File: src/rtl/dac_sample_sequencer_pkg.sv
// Shared definitions for the DAC sample sequencer: word layout, the default
// minimum sample period and the FIFO level-width helper.
package dac_sample_sequencer_pkg;

    // Word sent to the SPI controller: {chan[3:0], code[11:0]}
    localparam int WORD_W   = 16;
    localparam int CHAN_MSB = 15;
    localparam int CHAN_LSB = 12;
    localparam int CODE_MSB = 11;
    localparam int CODE_LSB = 0;

    // Must exceed the cycle count of one full SPI transaction.
    localparam int DEFAULT_MIN_PERIOD = 64;

    // An occupancy counter has to represent 0..depth inclusive.
    function automatic int level_width(input int depth);
        return $clog2(depth) + 1;
    endfunction

endpackage

File: src/rtl/dac_sync_fifo.sv
// Single-clock FIFO holding 16-bit DAC words. The caller only pushes when
// not full and only pops when not empty. Flush empties the FIFO on the next
// edge and overrides any push or pop issued in the same cycle.
module dac_sync_fifo
    import dac_sample_sequencer_pkg::*;
#(
    parameter int DEPTH = 8
) (
    input  logic                            clk,
    input  logic                            rst,
    input  logic                            push,
    input  logic                            pop,
    input  logic                            flush,
    input  logic [WORD_W-1:0]               wr_data,
    output logic [WORD_W-1:0]               rd_data,
    output logic                            full,
    output logic                            empty,
    output logic [level_width(DEPTH)-1:0]   level
);

    localparam int PTR_W = $clog2(DEPTH);
    localparam int LVL_W = level_width(DEPTH);
    localparam logic [LVL_W-1:0] FULL_LEVEL = LVL_W'(DEPTH);

    logic [WORD_W-1:0] mem [DEPTH];
    logic [PTR_W-1:0]  wr_ptr;
    logic [PTR_W-1:0]  rd_ptr;
    logic              do_push;
    logic              do_pop;

    // Qualify requests: flush wins, and the flags guard against misuse.
    always_comb begin
        do_push = push && !full && !flush;
        do_pop  = pop && !empty && !flush;
    end

    // Status flags derived from the occupancy count.
    always_comb begin
        full  = (level == FULL_LEVEL);
        empty = (level == '0);
    end

    // Head of the FIFO is always visible; it is consumed on pop.
    always_comb begin
        rd_data = mem[rd_ptr];
    end

    // Storage write; no reset needed since data is only read when valid.
    always_ff @(posedge clk) begin
        if (do_push) begin
            mem[wr_ptr] <= wr_data;
        end
    end

    // Pointers wrap naturally because DEPTH is a power of two.
    always_ff @(posedge clk or posedge rst) begin
        if (rst) begin
            wr_ptr <= '0;
            rd_ptr <= '0;
        end else if (flush) begin
            wr_ptr <= '0;
            rd_ptr <= '0;
        end else begin
            if (do_push) begin
                wr_ptr <= wr_ptr + PTR_W'(1);
            end
            if (do_pop) begin
                rd_ptr <= rd_ptr + PTR_W'(1);
            end
        end
    end

    // Occupancy: a simultaneous push and pop leaves the level unchanged.
    always_ff @(posedge clk or posedge rst) begin
        if (rst) begin
            level <= '0;
        end else if (flush) begin
            level <= '0;
        end else begin
            case ({do_push, do_pop})
                2'b10:   level <= level + LVL_W'(1);
                2'b01:   level <= level - LVL_W'(1);
                default: level <= level;
            endcase
        end
    end

endmodule

File: src/rtl/dac_sample_sequencer.sv
// Paces samples from a valid/ready stream out to the DAC SPI controller:
// one word per sample period, announced by a single-cycle renew strobe.
//
// Input handshake: a sample transfers on any rising clk edge where
// s_valid && s_ready. s_ready depends only on FIFO fullness (never on
// s_valid), and a full FIFO refuses samples even while it pops, so there
// is no combinational pass-through from pop to s_ready.
module dac_sample_sequencer
    import dac_sample_sequencer_pkg::*;
#(
    parameter int DEPTH      = 8,
    parameter int MIN_PERIOD = DEFAULT_MIN_PERIOD,
    parameter int CNT_W      = 16
) (
    input  logic                            clk,
    input  logic                            rst,
    input  logic                            en_i,
    input  logic                            flush_i,
    input  logic [CNT_W-1:0]                rate_i,
    input  logic                            s_valid,
    output logic                            s_ready,
    input  logic [3:0]                      s_chan,
    input  logic [11:0]                     s_code,
    output logic [WORD_W-1:0]               data_o,
    output logic                            renew_o,
    output logic                            dac_en_o,
    output logic                            underrun_o,
    input  logic                            clr_underrun_i,
    output logic [level_width(DEPTH)-1:0]   level_o
);

    localparam logic [CNT_W-1:0] MIN_P = CNT_W'(MIN_PERIOD);

    logic              en_q;
    logic [CNT_W-1:0]  cnt;
    logic [CNT_W-1:0]  eff_period;
    logic [CNT_W-1:0]  eff_last;
    logic              run;
    logic              tick;
    logic              fifo_push;
    logic              fifo_pop;
    logic              fifo_full;
    logic              fifo_empty;
    logic              underrun_evt;
    logic [WORD_W-1:0] wr_word;
    logic [WORD_W-1:0] rd_word;

    // Effective period is clamped so strobes never outrun an SPI transfer.
    always_comb begin
        eff_period = (rate_i < MIN_P) ? MIN_P : rate_i;
        eff_last   = eff_period - CNT_W'(1);
    end

    // The counter starts one cycle after en_i rises (en_q), which places the
    // first tick exactly eff_period cycles after enable; dropping en_i stops
    // ticks immediately. ">=" catches a period shortened mid-count.
    always_comb begin
        run  = en_i && en_q;
        tick = run && (cnt >= eff_last);
    end

    // Sample-word packing and FIFO request qualification; flush cancels both.
    always_comb begin
        wr_word                    = '0;
        wr_word[CHAN_MSB:CHAN_LSB] = s_chan;
        wr_word[CODE_MSB:CODE_LSB] = s_code;
        fifo_push                  = s_valid && s_ready && !flush_i;
        fifo_pop                   = tick && !fifo_empty && !flush_i;
        underrun_evt               = tick && fifo_empty && !flush_i;
    end

    // Ready reflects fullness only.
    always_comb begin
        s_ready = !fifo_full;
    end

    // Registered enable: feeds the SPI controller and gates the counter.
    always_ff @(posedge clk or posedge rst) begin
        if (rst) begin
            en_q <= 1'b0;
        end else begin
            en_q <= en_i;
        end
    end

    always_comb begin
        dac_en_o = en_q;
    end

    // Period counter: held at zero while idle, wraps to zero on tick.
    always_ff @(posedge clk or posedge rst) begin
        if (rst) begin
            cnt <= '0;
        end else if (!run || tick) begin
            cnt <= '0;
        end else begin
            cnt <= cnt + CNT_W'(1);
        end
    end

    // Output word and strobe: data_o changes only when a word is popped.
    always_ff @(posedge clk or posedge rst) begin
        if (rst) begin
            data_o  <= '0;
            renew_o <= 1'b0;
        end else begin
            renew_o <= fifo_pop;
            if (fifo_pop) begin
                data_o <= rd_word;
            end
        end
    end

    // Sticky underrun flag; a new event takes priority over a clear.
    always_ff @(posedge clk or posedge rst) begin
        if (rst) begin
            underrun_o <= 1'b0;
        end else if (underrun_evt) begin
            underrun_o <= 1'b1;
        end else if (clr_underrun_i) begin
            underrun_o <= 1'b0;
        end
    end

    dac_sync_fifo #(
        .DEPTH (DEPTH)
    ) u_fifo (
        .clk     (clk),
        .rst     (rst),
        .push    (fifo_push),
        .pop     (fifo_pop),
        .flush   (flush_i),
        .wr_data (wr_word),
        .rd_data (rd_word),
        .full    (fifo_full),
        .empty   (fifo_empty),
        .level   (level_o)
    );

endmodule

File: config.mk
export PLATFORM = sky130hd
export DESIGN_NAME = dac_sample_sequencer
export DESIGN_NICKNAME = d
export VERILOG_FILES = /design/src/rtl/dac_sample_sequencer_pkg.sv /design/src/rtl/dac_sync_fifo.sv /design/src/rtl/dac_sample_sequencer.sv
export SDC_FILE = /design/constraint.sdc
export NUM_CORES = 1
export LEC_CHECK = 0
export ABC_AREA = 1
export ABC_CLOCK_PERIOD_IN_PS = 3500
export CAP_MARGIN = 5
export CORE_MARGIN = 2
export CORE_UTILIZATION = 45
export DETAILED_ROUTE_END_ITERATION = 12
export PLACE_DENSITY = 0.73
export SLEW_MARGIN = 10
export SYNTH_ARGS = -nofsm -noshare
export SYNTH_HDL_FRONTEND = slang
export SYNTH_SLANG_ARGS = --single-unit
File: constraint.sdc
create_clock -name clk -period 3.5 [get_ports clk]
set_input_delay 0.7 -clock clk [delete_from_list [all_inputs] [get_ports clk]]
set_output_delay 0.7 -clock clk [all_outputs]
set_load 0.01 [all_outputs]
==> results list, run 1 <==
- The floorplan step defined a die boundary enclosing 18,200 sq um.
- Post-layout net count: 890
- Placement row count: 47
- Filler instances: 1,298
- Sum of overflow across all layers after global routing: 0
- The smallest clock period supported by the final layout is computed as 3.701 ns.
* Slew at the pin closest to its max-slew limit: 0.9671 ns
* Share of cells above drive strength 1: 0.2150
- Total Routing Usage GR: 0.2068
- HP Class: register to register
- The via count of the first global-routing pass is 5,841.
- Via Count: 5,655
- The largest individual stage delay along the critical path comes from the cell ha_1.
* CTS hold repair buffers: 0
- Effective utilization at floorplan: 0.4633
* Hold Vio Cnt, Final: 0
- After legalization and detailed placement, the total HPWL measured 10,820 microns.
- Timing analysis after detailed placement gives a worst setup slack of -1.087 ns.
- Crit-path max cell delay: 0.28 ns
* Critical Path End Type: register
* Number of buffers between clock root and the deepest sink: 2
- Wire length of the first global-routing pass: 29,080 microns
- STA classifies the critical path startpoint as a primary input.
- Most congested layer reported by global routing: met2
- The area growth from synthesis to layout is 29.78%.
* Final Routed Wirelength: 18,080 microns
* Accumulated negative setup slack: -0.3284 ns
- Endpoint arrival time on the critical path: 4.02 ns
* Clock tree from TritonCTS: built
- The cell that appears most often on the critical path is nand2_2.
* Final cycle utilization of the critical path: 1.058
- The first detailed-routing pass ran for 5 iterations.
- CP endpoint: u_fifo.level[3]$_DFFE_PP0P_
- Entering global routing, the biggest net connects 46 pins.
* Relative contribution of sequential cells to total power: 0.493
* Number of pins with negative max-slew slack in the final report: 0
- Total internal power: 3.641 mW
- Synthesis produced a netlist whose cell count is 700.
- Using the TritonRoute via totals, the vias-per-cell ratio works out to 5.325.
- For met3 alone, demand over resource in global routing was 0.03679.
- Measured on the finished design, the core utilization comes to 0.6012.
* Largest fanout on the critical path: 7
- Counting every net in the synthesized netlist gives 761.
* Non-filler cells in the finished layout: 1,062
- Number of diodes added for antenna fixing: 0
* DP Cell Count: 1,006
- Across all hold checks on the routed design, the worst slack comes to 0.4895 ns.
- Category of the most critical setup path: primary input to register
- Yosys printed 0 warnings.
- Synthesized area per cell: 11.01 sq um
* FFs w/ async S/R, synth: 0.2601
* Final WS setup: -0.2015 ns
- Number of distinct standard cells referenced by the synthesized netlist: 32
- Summed over all nets, the switching power comes to 0.9473 mW.
* Die boundary width: 134.9 microns
- Violations in the final reports: setup timing
* Part of the power in the clock network: 0.445
- The share of total power dissipated in combinational logic is 0.062.
- The H-tree was split into 4 levels.
- Total standard cell area after synthesis: 7710 sq um
* Start point of the critical path: rate_i[14]
* Average wire per standard cell: 17.02 microns
- After the first detailed-routing iteration, the DRC count stood at 383.
* Status: finished with violations
* Max rail drop VDD: 0.3531 mV
- Core Region: 16,640 sq um
- Worst Hold Launch: cnt[0]$_DFF_PP0_
- Power density over the cells: 458.6 nW/um^2
* Clock latency on the worst-skew pair: 0.42 ns
* End of the worst register-to-register path: u_fifo.level[3]$_DFFE_PP0P_
- Once detail routing completed, the nets flagged for antenna violations numbered 0.
- Required time at the endpoint of the critical path: 3.82 ns
* Leading register cell type out of synthesis: edfxtp_1
* Post-route clock skew: 0.007762 ns
* Residual DRC: 0
* R2R cell count: 20
- In this run the tightest slew margin relative to its limit is 0.3543.
- The share of the Yosys chip area taken by registers is 0.6446.
* Switch share: 0.2065
- Met1 Use GR: 0.2556
* CTS sink count: 173
* Post-synthesis register bit count: 173
* R2r startpoint: cnt[2]$_DFF_PP0_
- Clock input transition at the sequential cells of the worst setup and hold paths: 0.06 ns
- The initial antenna violation count came to 0.
- Input/output buffers: 61
- The tree is rooted in a clkbuf_16.
- Io pins: 62
- Max-capacitance violation count: 0
- Setup repair after global routing could not meet its margin everywhere.
* Die boundary height: 134.9 microns
- In this run the static leakage power is 3.906 nW.
* Number of synthesized flops with an enable pin: 128
- Endpoints failing setup: 2
- Setup slack of the most critical reg-to-reg path: 0.95 ns
* Routability congestion estimate: 0.8488
- Based on the critical path, the design can be clocked at up to 270.2 MHz.
- Buffers inserted during clock tree synthesis total 17.
* Met2 capacity usage during global routing: 0.3559
power by group through the flow:
stage          Clock (mW)  Sequential (mW)  Combinational, mW
3_3_place_gp            0             2.30              0.250
3_5_place_dp            0             2.30              0.254
4_1_cts              2.06             2.26              0.270
2_1_floorplan           0             2.30              0.113
5_1_grt              2.16             2.26              0.317
6_report             2.04             2.26              0.285
cells by family after synthesis:
kind of cell	count (synthesis)	synth area share
DFF	173	0.6446
xor gates and xnor gates	18	0.02045
buffers and inverters	78	0.03927
and+or+nand+nor	253	0.1456
AOI/OAI and AO/OA	155	0.1118
adders and majority gates	23	0.03830
area by class of cell:
class	instances	area, sq um	area share
sequential	173	4970	0.4967
multi-input combinational	449	2691	0.2690
timing repair buffer	137	1224	0.1223
clock buffer	18	429.2	0.04289
tap	220	275.3	0.02751
clock inverter	14	214.0	0.02138
inverter	51	202.7	0.02026
critical path, delay by kind of cell:
family                   cells  cell delay, ns
buffers and inverters        6            0.47
AO/OA/AOI/OAI                1            0.16
AND/OR/NAND/NOR             16            1.70
adder cells (fa/ha/maj)      3            0.64
XOR/XNOR                     2            0.32
worst min path at each step:
stage                              to  slack, ns  depth (start not counted)
2_1_floorplan        cnt[0]$_DFF_PP0_       0.45                          1
3_3_place_gp   data_o[14]$_DFFE_PP0N_       0.47                          2
3_5_place_dp   data_o[12]$_DFFE_PP0N_       0.48                          2
4_1_cts        data_o[12]$_DFFE_PP0N_       0.50                          2
5_1_grt              cnt[0]$_DFF_PP0_       0.52                          1
6_report             cnt[0]$_DFF_PP0_       0.49                          1
Yosys cell counts (all sizes together), types with 11 or more instances:
cell type,instances,share of area
edfxtp,128,0.50
nor2,121,0.065
o21ai,107,0.069
nand2,91,0.045
inv,51,0.025
dfrtp,45,0.15
ha,22,0.036
clkbuf,19,0.0093
o221ai,16,0.018
o22ai,16,0.013
a21oi,13,0.0084
nand3,13,0.0084
nor3,13,0.012
xor2,11,0.012
cell usage in the layout (no fill, tap or decap), types with 6 or more instances in the layout:
cell	instances
edfxtp_1	128
nor2_1	103
o21ai_0	102
nand2_1	79
buf_4	69
clkdlybuf4s50_1	51
dfrtp_1	45
inv_1	42
clkbuf_16	18
ha_1	17
o22ai_1	16
o221ai_1	16
nor2_4	11
nand2_2	10
nand3_1	10
xor2_1	10
a21oi_1	9
buf_6	8
nor3_2	7
nor3_1	6
nor2_2	6
stage by stage:
| step | cell area, sq um | total power, mW |
|---|---|---|
| final | 10010 | 4.588 |
| after global routing | 10010 | 4.738 |
| after CTS | 9849 | 4.594 |
| after detailed placement | 8964 | 2.555 |
| after global placement | 8964 | 2.551 |
| after floorplan | 7774 | 2.414 |
flip-flops by register name (all words and copies together), names as in the netlist:
register,cells
u_fifo.rd_ptr,3
cnt,16
underrun_o,1
u_fifo.wr_ptr,3
dac_en_o,1
u_fifo.mem,128
data_o,16
u_fifo.level,4
renew_o,1
per-layer routing:
metal	vias up	share of wire	routed length (microns)
li1	2710	-	-
met1	2725	0.41	7495
met2	178	0.51	9135
met3	42	0.050	905
met4	0	0.030	542
met5	-	0	0
repair_timing:
action	in CTS	in global routing
hold endpoints to repair	0	0
pin swaps	36	29
setup buffers	24	4
gates cloned	0	1
gates resized for setup	73	31
endpoints found under the setup margin	30	24
Note: power is estimated with default switching activity, not from simulation.
==> run 2: changes to the inputs <==
--- a/config.mk
+++ b/config.mk
@@ -5,7 +5,7 @@
 export SDC_FILE = /design/constraint.sdc
 export NUM_CORES = 1
 export LEC_CHECK = 0
-export ABC_AREA = 1
+export ABC_AREA = 0
 export ABC_CLOCK_PERIOD_IN_PS = 3500
 export CAP_MARGIN = 5
 export CORE_MARGIN = 2
==> results list, run 2 <==
- The run finished, with violations left.
* Violations in the final reports: setup timing
* Kind of cell adding the most delay to the critical path: simple AND/OR/NAND/NOR gates
- The number of buffers and inverters on the critical path is 1.
- For the final database, setup skew stands at 0.01265 ns.
- Most frequent standard cell in the layout excluding fill and tap cells: edfxtp_1
* Number of synthesized flops with an enable pin: 128
- Post-layout net count: 684
* Number of diodes added for antenna fixing: 0
- The register with the most flip-flops in the layout has 128 of them.
* Number of buffers between clock root and the deepest sink: 2
* CTS hold repair buffers: 0
- After synthesis the netlist holds a flip-flop and latch count of 173.
* Top achievable clock speed: 194.9 MHz
- Slew at the pin closest to its max-slew limit: 0.8750 ns
* Placement row count: 47
- Counting instances in the post-synthesis netlist gives the leading cell types as edfxtp_1, nand2_1, dfrtp_1, nor2_1, mux4_2.
- Category of the worst setup path launch point: primary input
- The share of synthesized area in the top cell type comes to 0.5141.
- After routing, the total negative slack on setup checks comes to -33.57 ns.
- Counting flops with an async set or reset pin after synthesis yields a share of 0.2601.
- Min cycle time layout: 5.130 ns
* Final cycle utilization of the critical path: 1.466
* Antenna violation net count after detailed routing: 0
* Residual DRC: 0
* Post-synthesis to final-layout area growth: 30.69%
* Total Routing Usage GR: 0.1953
- Nets in the synthesized netlist: 550
* Clock input transition at the sequential cells of the worst setup and hold paths: 0.07 ns
- The floorplan step defined a die boundary enclosing 17,660 sq um.
- Core Region: 16,410 sq um
- The clock reaches the later pin of the worst-skew pair after 0.42 ns.
* Worst Hold Launch: data_o[3]$_DFFE_PP0N_
* Most numerous cell in the Yosys netlist: edfxtp_1
* Share of cells above drive strength 1: 0.3019
- Max-capacitance violation count: 0
* Crit-path max cell delay: 0.48 ns
* Critical Path End Type: register
- Die boundary height: 132.9 microns
* Max rail drop VDD: 0.4635 mV
- The wire-length estimate of the detail-placed layout is 9924 microns.
* CTS Buf Count: 17
- Across all setup checks in the final design, the least slack found is -1.630 ns.
- Hold Vio Cnt, Final: 0
- Counting every instance in the synthesized netlist gives 489.
* Endpoints failing setup: 41
- Number of iterations in the first detailed-routing pass: 4
- The via count of the first global-routing pass is 4,785.
- Category of the most critical setup path: primary input to register
- edfxtp_1 takes more of the synthesized area than any other cell.
* Synthesized area per cell: 15.29 sq um
* HP Class: register to register
- Number of DRC markers after the initial detailed-route iteration: 272
- Via Count: 4,566
- Pin count of the biggest net entering global routing: 35
- Root buffer cell: clkbuf_16
- The first global-routing pass estimated 26,100 microns of wire.
* Remaining max-slew budget at the tightest pin: 0.4166
- Number of pins with negative max-slew slack in the final report: 0
- In this run the horizontal extent of the chip is 132.9 microns.
- At the end of routability-driven placement, the weighted congestion stood at 0.8351.
* Combined area of the multi-input logic cells: 2703 sq um
- At the worst endpoint, the required time is 3.80 ns.
- Endpoint arrival time on the critical path: 5.43 ns
- Along the worst path, the maximum fanout reaches 4.
- After detailed routing, the total wire length is 16,340 microns.
- End of the worst hold path: data_o[3]$_DFFE_PP0N_
- Ranking of synthesized cells by area: edfxtp_1, dfrtp_1, mux4_2
* Filler instances: 1,188
- Registers with the highest flip-flop counts: u_fifo.mem (128), cnt (16), data_o (16)
- For the worst flop-to-flop path, the logic depth is 15.
* Storage cell area: 4972 sq um
* Tot Pwr: 4.340 mW
- The top cell types in the final layout, fill and taps aside, are edfxtp_1, buf_4, clkdlybuf4s50_1.
- Clock tree from TritonCTS: built
- Cell depth of the worst min-delay path: 2
* Initial antenna violation count: 0
- The most used flip-flop cell after synthesis is edfxtp_1.
- After global routing the overflow that remains totals 0.
* Sequential cell area fraction in the yosys report: 0.6647
- The worst register-to-register path ends at u_fifo.level[3]$_DFFE_PP0P_.
* Total standard cell area after synthesis: 7477 sq um
* Register with the highest flop count: u_fifo.mem
* Most Frequent Cell on Critical Path: nand2_4
* RSZ-0062 raised after global routing: yes
- Power density over the cells: 444.1 nW/um^2
* Effective utilization at floorplan: 0.4557
* H-tree levels: 4
- Setup slack of the most critical reg-to-reg path: 0.36 ns
- YS warnings: 0
- In this run the tool buffered the top-level ports with 61 buffer cells.
- Dividing the detail-routed via count by the number of cells gives 5.334.
- Static leakage power: 3.502 nW
* R2r startpoint: cnt[0]$_DFF_PP0_
- Io pins: 62
- The slowest stage of the critical path is the or4_4 cell.
- After detailed routing, the average wire length per cell comes to 19.09 microns.
- Worst setup timing slack at the placement stage: -2.412 ns
- The netlist uses 43 different library cells.
* CTS sink count: 173
-- run 2: changes by cell type in the layout (fill, tap and decap cells not counted), moves of 6 or more --
| cell | delta |
|---|---|
| o21ai_1 | +16 |
| nand2_1 | -36 |
| o22ai_1 | -16 |
| o221ai_1 | -16 |
| nor3_2 | -6 |
| mux2i_1 | +17 |
| inv_1 | -36 |
| nor2_2 | -6 |
| nand2_2 | -9 |
| o21ai_0 | -95 |
| mux4_2 | +32 |
| xnor2_1 | +7 |
| or3_1 | +6 |
| nor2_1 | -82 |
-- run 2: report_power, final --
part	internal, mW	total [mW]	leakage [nW]	switching, mW
registers	2.23	2.24	1.78	0.0147
logic	0.112	0.235	1.44	0.123
clock network	1.02	1.86	0.288	0.838
total	3.36	4.34	3.50	0.976
-- run 2: worst max-delay path by stage --
stage                          start                     endpoint  slack, ns  cells after the start
final                     rate_i[11]  u_fifo.level[3]$_DFFE_PP0P_      -1.63                     25
after global routing      rate_i[11]  u_fifo.level[3]$_DFFE_PP0P_      -1.81                     25
after CTS                  rate_i[9]  u_fifo.level[3]$_DFFE_PP0P_      -1.73                     25
after detailed placement  rate_i[10]  u_fifo.level[3]$_DFFE_PP0P_      -2.41                     25
after global placement    rate_i[10]  u_fifo.level[3]$_DFFE_PP0P_      -2.25                     25
after floorplan           rate_i[10]  u_fifo.level[3]$_DFFE_PP0P_      -2.19                     26
-- run 2: cell type report --
type                       instances  share of cell area
sequential                       173              0.5088
multi-input combinational        289              0.2766
tap                              220             0.02817
inverter                           9            0.003713
clock buffer                      17             0.04353
clock inverter                    15             0.01818
timing repair buffer             133              0.1210
-- run 2: cells by family after synthesis --
logic type      Yosys count  synth area share
compound gates           52           0.03865
xor+xnor                 29           0.03397
fa+ha+maj                23           0.03949
buf+inv                  27           0.01506
flops                   173            0.6647
mux                      50            0.1205
simple gates            135           0.08768
-- run 2: metal layers --
metal  wire (microns)  share of wire  track usage
met5                0              0            0
met4              129         0.0079      0.05496
met3              895          0.055      0.04176
met2             8604           0.53       0.3377
met1             6713           0.41       0.2507
-- run 2: per-stage QoR --
| step | utilization | hold WS (ns) | instances | cell area (sq um) |
|---|---|---|---|---|
| finish | 0.5956 | 0.4854 | 856 | 9772 |
| global route | 0.5956 | 0.5214 | 856 | 9772 |
| CTS | 0.5907 | 0.4911 | 854 | 9692 |
| detailed placement | 0.5357 | 0.4754 | 810 | 8788 |
| global placement | 0.5357 | 0.4708 | 810 | 8788 |
| floorplan | - | 0.4611 | 489 | 7542 |
-- run 2: worst register-to-register path, delay by kind of cell (launching register included) --
family | cells | cell delay [ns]
adders and majority gates | 2 | 0.51
AOI/OAI and AO/OA | 7 | 1.35
DFF | 1 | 0.47
buffers and inverters | 1 | 0.09
and+or+nand+nor | 5 | 0.62
-- run 2: repair_timing --
item,4_1_cts,5_1_grt
setup endpoints to repair,41,41
pin swaps,25,29
gates resized for setup,58,21
cloned,1,0
buffers inserted,14,5
==> run 3: changes to the inputs <==
--- a/config.mk
+++ b/config.mk
@@ -11,7 +11,8 @@
 export CORE_MARGIN = 2
 export CORE_UTILIZATION = 45
 export DETAILED_ROUTE_END_ITERATION = 12
-export PLACE_DENSITY = 0.73
+export DONT_BUFFER_PORTS = 1
+export PLACE_DENSITY = 0.69
 export SLEW_MARGIN = 10
 export SYNTH_ARGS = -nofsm -noshare
 export SYNTH_HDL_FRONTEND = slang
==> results list, run 3 (same netlist as run 2, synthesis figures left out) <==
- The register with the most flip-flops in the final layout is u_fifo.mem.
* Total internal power: 3.342 mW
- The first detailed-routing pass took 7 iterations.
* Die footprint: 17,660 sq um
* Initial antenna violation count: 0
* Power density over the cells: 468.7 nW/um^2
* Wire length of the first global-routing pass: 23,870 microns
- Clock latency on the worst-skew pair, taken at its later pin, is 0.42 ns.
- Max-capacitance violation count: 0
- Routability congestion estimate: 0.8279
* Switch share: 0.2041
- End-of-flow core utilization: 0.5459
- Registers with the highest flip-flop counts: u_fifo.mem (128), cnt (16), data_o (16)
* HP Class: primary input to asynchronous set/reset pin
- The H-tree was split into 4 levels.
- The count of buffers added on input and output ports is 0.
- Via-to-Cell Ratio: 5.453
- Hold Vio Cnt, Final: 0
- The critical path is of the primary input to register type.
* Antenna violation net count after detailed routing: 0
* Critical Path End Type: register
- The die is 132.9 microns wide.
- Number of diodes added for antenna fixing: 0
- The worst setup path is launched from a primary input.
* Relative contribution of sequential cells to total power: 0.535
- Most frequent standard cell in the layout excluding fill and tap cells: edfxtp_1
* Remaining max-slew budget at the tightest pin: 0.2565
* Clock input transition at the sequential cells of the worst setup and hold paths: 0.06 ns
* Post-layout net count: 602
* Static leakage power: 3.144 nW
* Number of DRC markers after the initial detailed-route iteration: 249
* Final Routed Wirelength: 15,290 microns
* Sum of overflow across all layers after global routing: 0
- Part of the power in the clock network: 0.430
- Number of buffers between clock root and the deepest sink: 2
* Post-route clock skew: 0.007704 ns
- CTS Buf Count: 17
- Of the cells placed in the final design, the portion with a size suffix greater than 1 is 0.2966.
- Required time at the endpoint of the critical path: 3.80 ns
* RSZ-0062 raised after global routing: yes
- The HPWL after detailed placement is 9177 microns.
* Final WS setup: -1.516 ns
* Final cycle utilization of the critical path: 1.433
* Post-synthesis to final-layout area growth: 19.80%
- Measured along the y axis, the die boundary spans 132.9 microns.
- Endpoints failing setup: 41
* Min cycle time layout: 5.016 ns
- Average wire per standard cell: 19.78 microns
- Placement row count: 47
* Largest fanout on the critical path: 4
- Root buffer cell: clkbuf_16
- Status: finished with violations
* Core Region: 16,410 sq um
- CTS hold repair buffers: 0
- Effective utilization at floorplan: 0.4557
- During I/O placement, the number of pins put on the boundary was 62.
- Number of pins with negative max-slew slack in the final report: 0
- The analysis attributes to net switching a power of 0.8570 mW.
- The design draws 4.199 mW.
- Endpoint arrival time on the critical path: 5.32 ns
- Top achievable clock speed: 199.3 MHz
* Clock tree from TritonCTS: built
- The top cell types in the final layout, fill and taps aside, are edfxtp_1, dfrtp_1, buf_4.
* Violations in the final reports: setup timing
- Residual DRC: 0
- Total Routing Usage GR: 0.1799
- Via count of the first global-routing pass: 4,544
- The register with the most flip-flops in the layout has 128 of them.
* Max rail drop VDD: 0.4333 mV
- Detailed routing inserted a total of 4,215 vias.
- Clock tree synthesis found a total of 173 sinks.
* Slew at the pin closest to its max-slew limit: 1.115 ns
- The share of total power dissipated in combinational logic is 0.035.
- Entering global routing, the biggest net connects 35 pins.
- OpenSTA, run right after detailed placement, puts the worst setup slack at -1.993 ns.
- After routing, the total negative slack on setup checks comes to -28.76 ns.
## run 3: cell types whose count changed in the layout (fill, tap and decap cells not counted), moves of 2 or more
cell             previous run  this run
inv_8                       4         1
clkinv_8                    3         0
clkinv_1                    1         4
buf_6                       9         6
dlymetal6s2s_1              3         0
a21oi_4                     2         0
nand2_2                     1         3
clkdlybuf4s50_1            55         0
clkinv_2                    0         2
buf_4                      65        43
## run 3: final timing paths
| check | startpoint | to | slack (ns) | cells after the start |
|---|---|---|---|---|
| setup / recovery | rate_i[10] | u_fifo.level[3]$_DFFE_PP0P_ | -1.52 | 24 |
| hold / removal | rst | cnt[7]$_DFF_PP0_ | 0.26 | 1 |
| setup reg to reg | cnt[0]$_DFF_PP0_ | u_fifo.level[3]$_DFFE_PP0P_ | 0.28 | 15 |
| hold reg to reg | cnt[0]$_DFF_PP0_ | cnt[0]$_DFF_PP0_ | 0.54 | 1 |
| max in group asynchronous | rst | data_o[5]$_DFFE_PP0N_ | 2.55 | 2 |
| min in group clk | en_i | dac_en_o$_DFF_PP0_ | 0.31 | 0 |
## run 3: area by class of cell
type | count | area, sq um
Clock inverter | 14 | 138.9
Multi-Input combinational cell | 289 | 2678
Timing Repair Buffer | 51 | 435.4
Inverter | 9 | 33.78
Clock buffer | 17 | 425.4
Tap cell | 220 | 275.3
Sequential cell | 173 | 4971
Fill cell | 1268 | 7450
## run 3: power groups by stage
| stage | clock, mW | combinational [mW] | sequential (mW) |
|---|---|---|---|
| after floorplan | 0 | 0.0881 | 2.29 |
| after global placement | 0 | 0.118 | 2.29 |
| after detailed placement | 0 | 0.122 | 2.29 |
| after CTS | 1.84 | 0.131 | 2.25 |
| after global routing | 1.92 | 0.161 | 2.25 |
| final | 1.81 | 0.145 | 2.25 |
## run 3: worst max-delay path, cell delays in order
cell and delay (ns):
or3_4 0.37, or4_4 0.42, or4_4 0.49, nand2_4 0.11, ha_4 0.15, nand2_4 0.05, nor2_4 0.11, nand2_2 0.07
or3_4 0.33, xor2_1 0.15, ha_1 0.27, nand4_1 0.13, a211oi_2 0.25, a32oi_2 0.16, a21oi_2 0.19, nand2_2 0.10
nor2_4 0.13, ha_1 0.25, a21o_1 0.19, a21o_1 0.16, and2_4 0.17, nor3b_1 0.14, a21oi_1 0.13, a31oi_1 0.09
## run 3: timing repair
item | in CTS | in global routing
pin swaps | 13 | 11
buffers inserted | 8 | 8
resized for setup | 24 | 33
hold endpoints to repair | 0 | 0
cloned | 0 | 1
setup endpoints to repair | 41 | 41
## run 3: per-layer routing
metal / wire [microns] / vias up / share of wire / track usage
li1: - / 1953 / - / -
met1: 6268 / 2127 / 0.41 / 0.2173
met2: 8006 / 116 / 0.52 / 0.3120
met3: 759 / 19 / 0.050 / 0.04828
met4: 253 / 0 / 0.017 / 0.06452
met5: 0 / - / 0 / 0
## run 3: through the flow
stage	hold WS [ns]	area [sq um]	std cells
floorplan	0.4611	7542	489
global placement	0.4932	8026	729
detailed placement	0.5065	8026	729
CTS	0.2733	8757	766
global route	0.2858	8957	773
finish	0.2597	8957	773
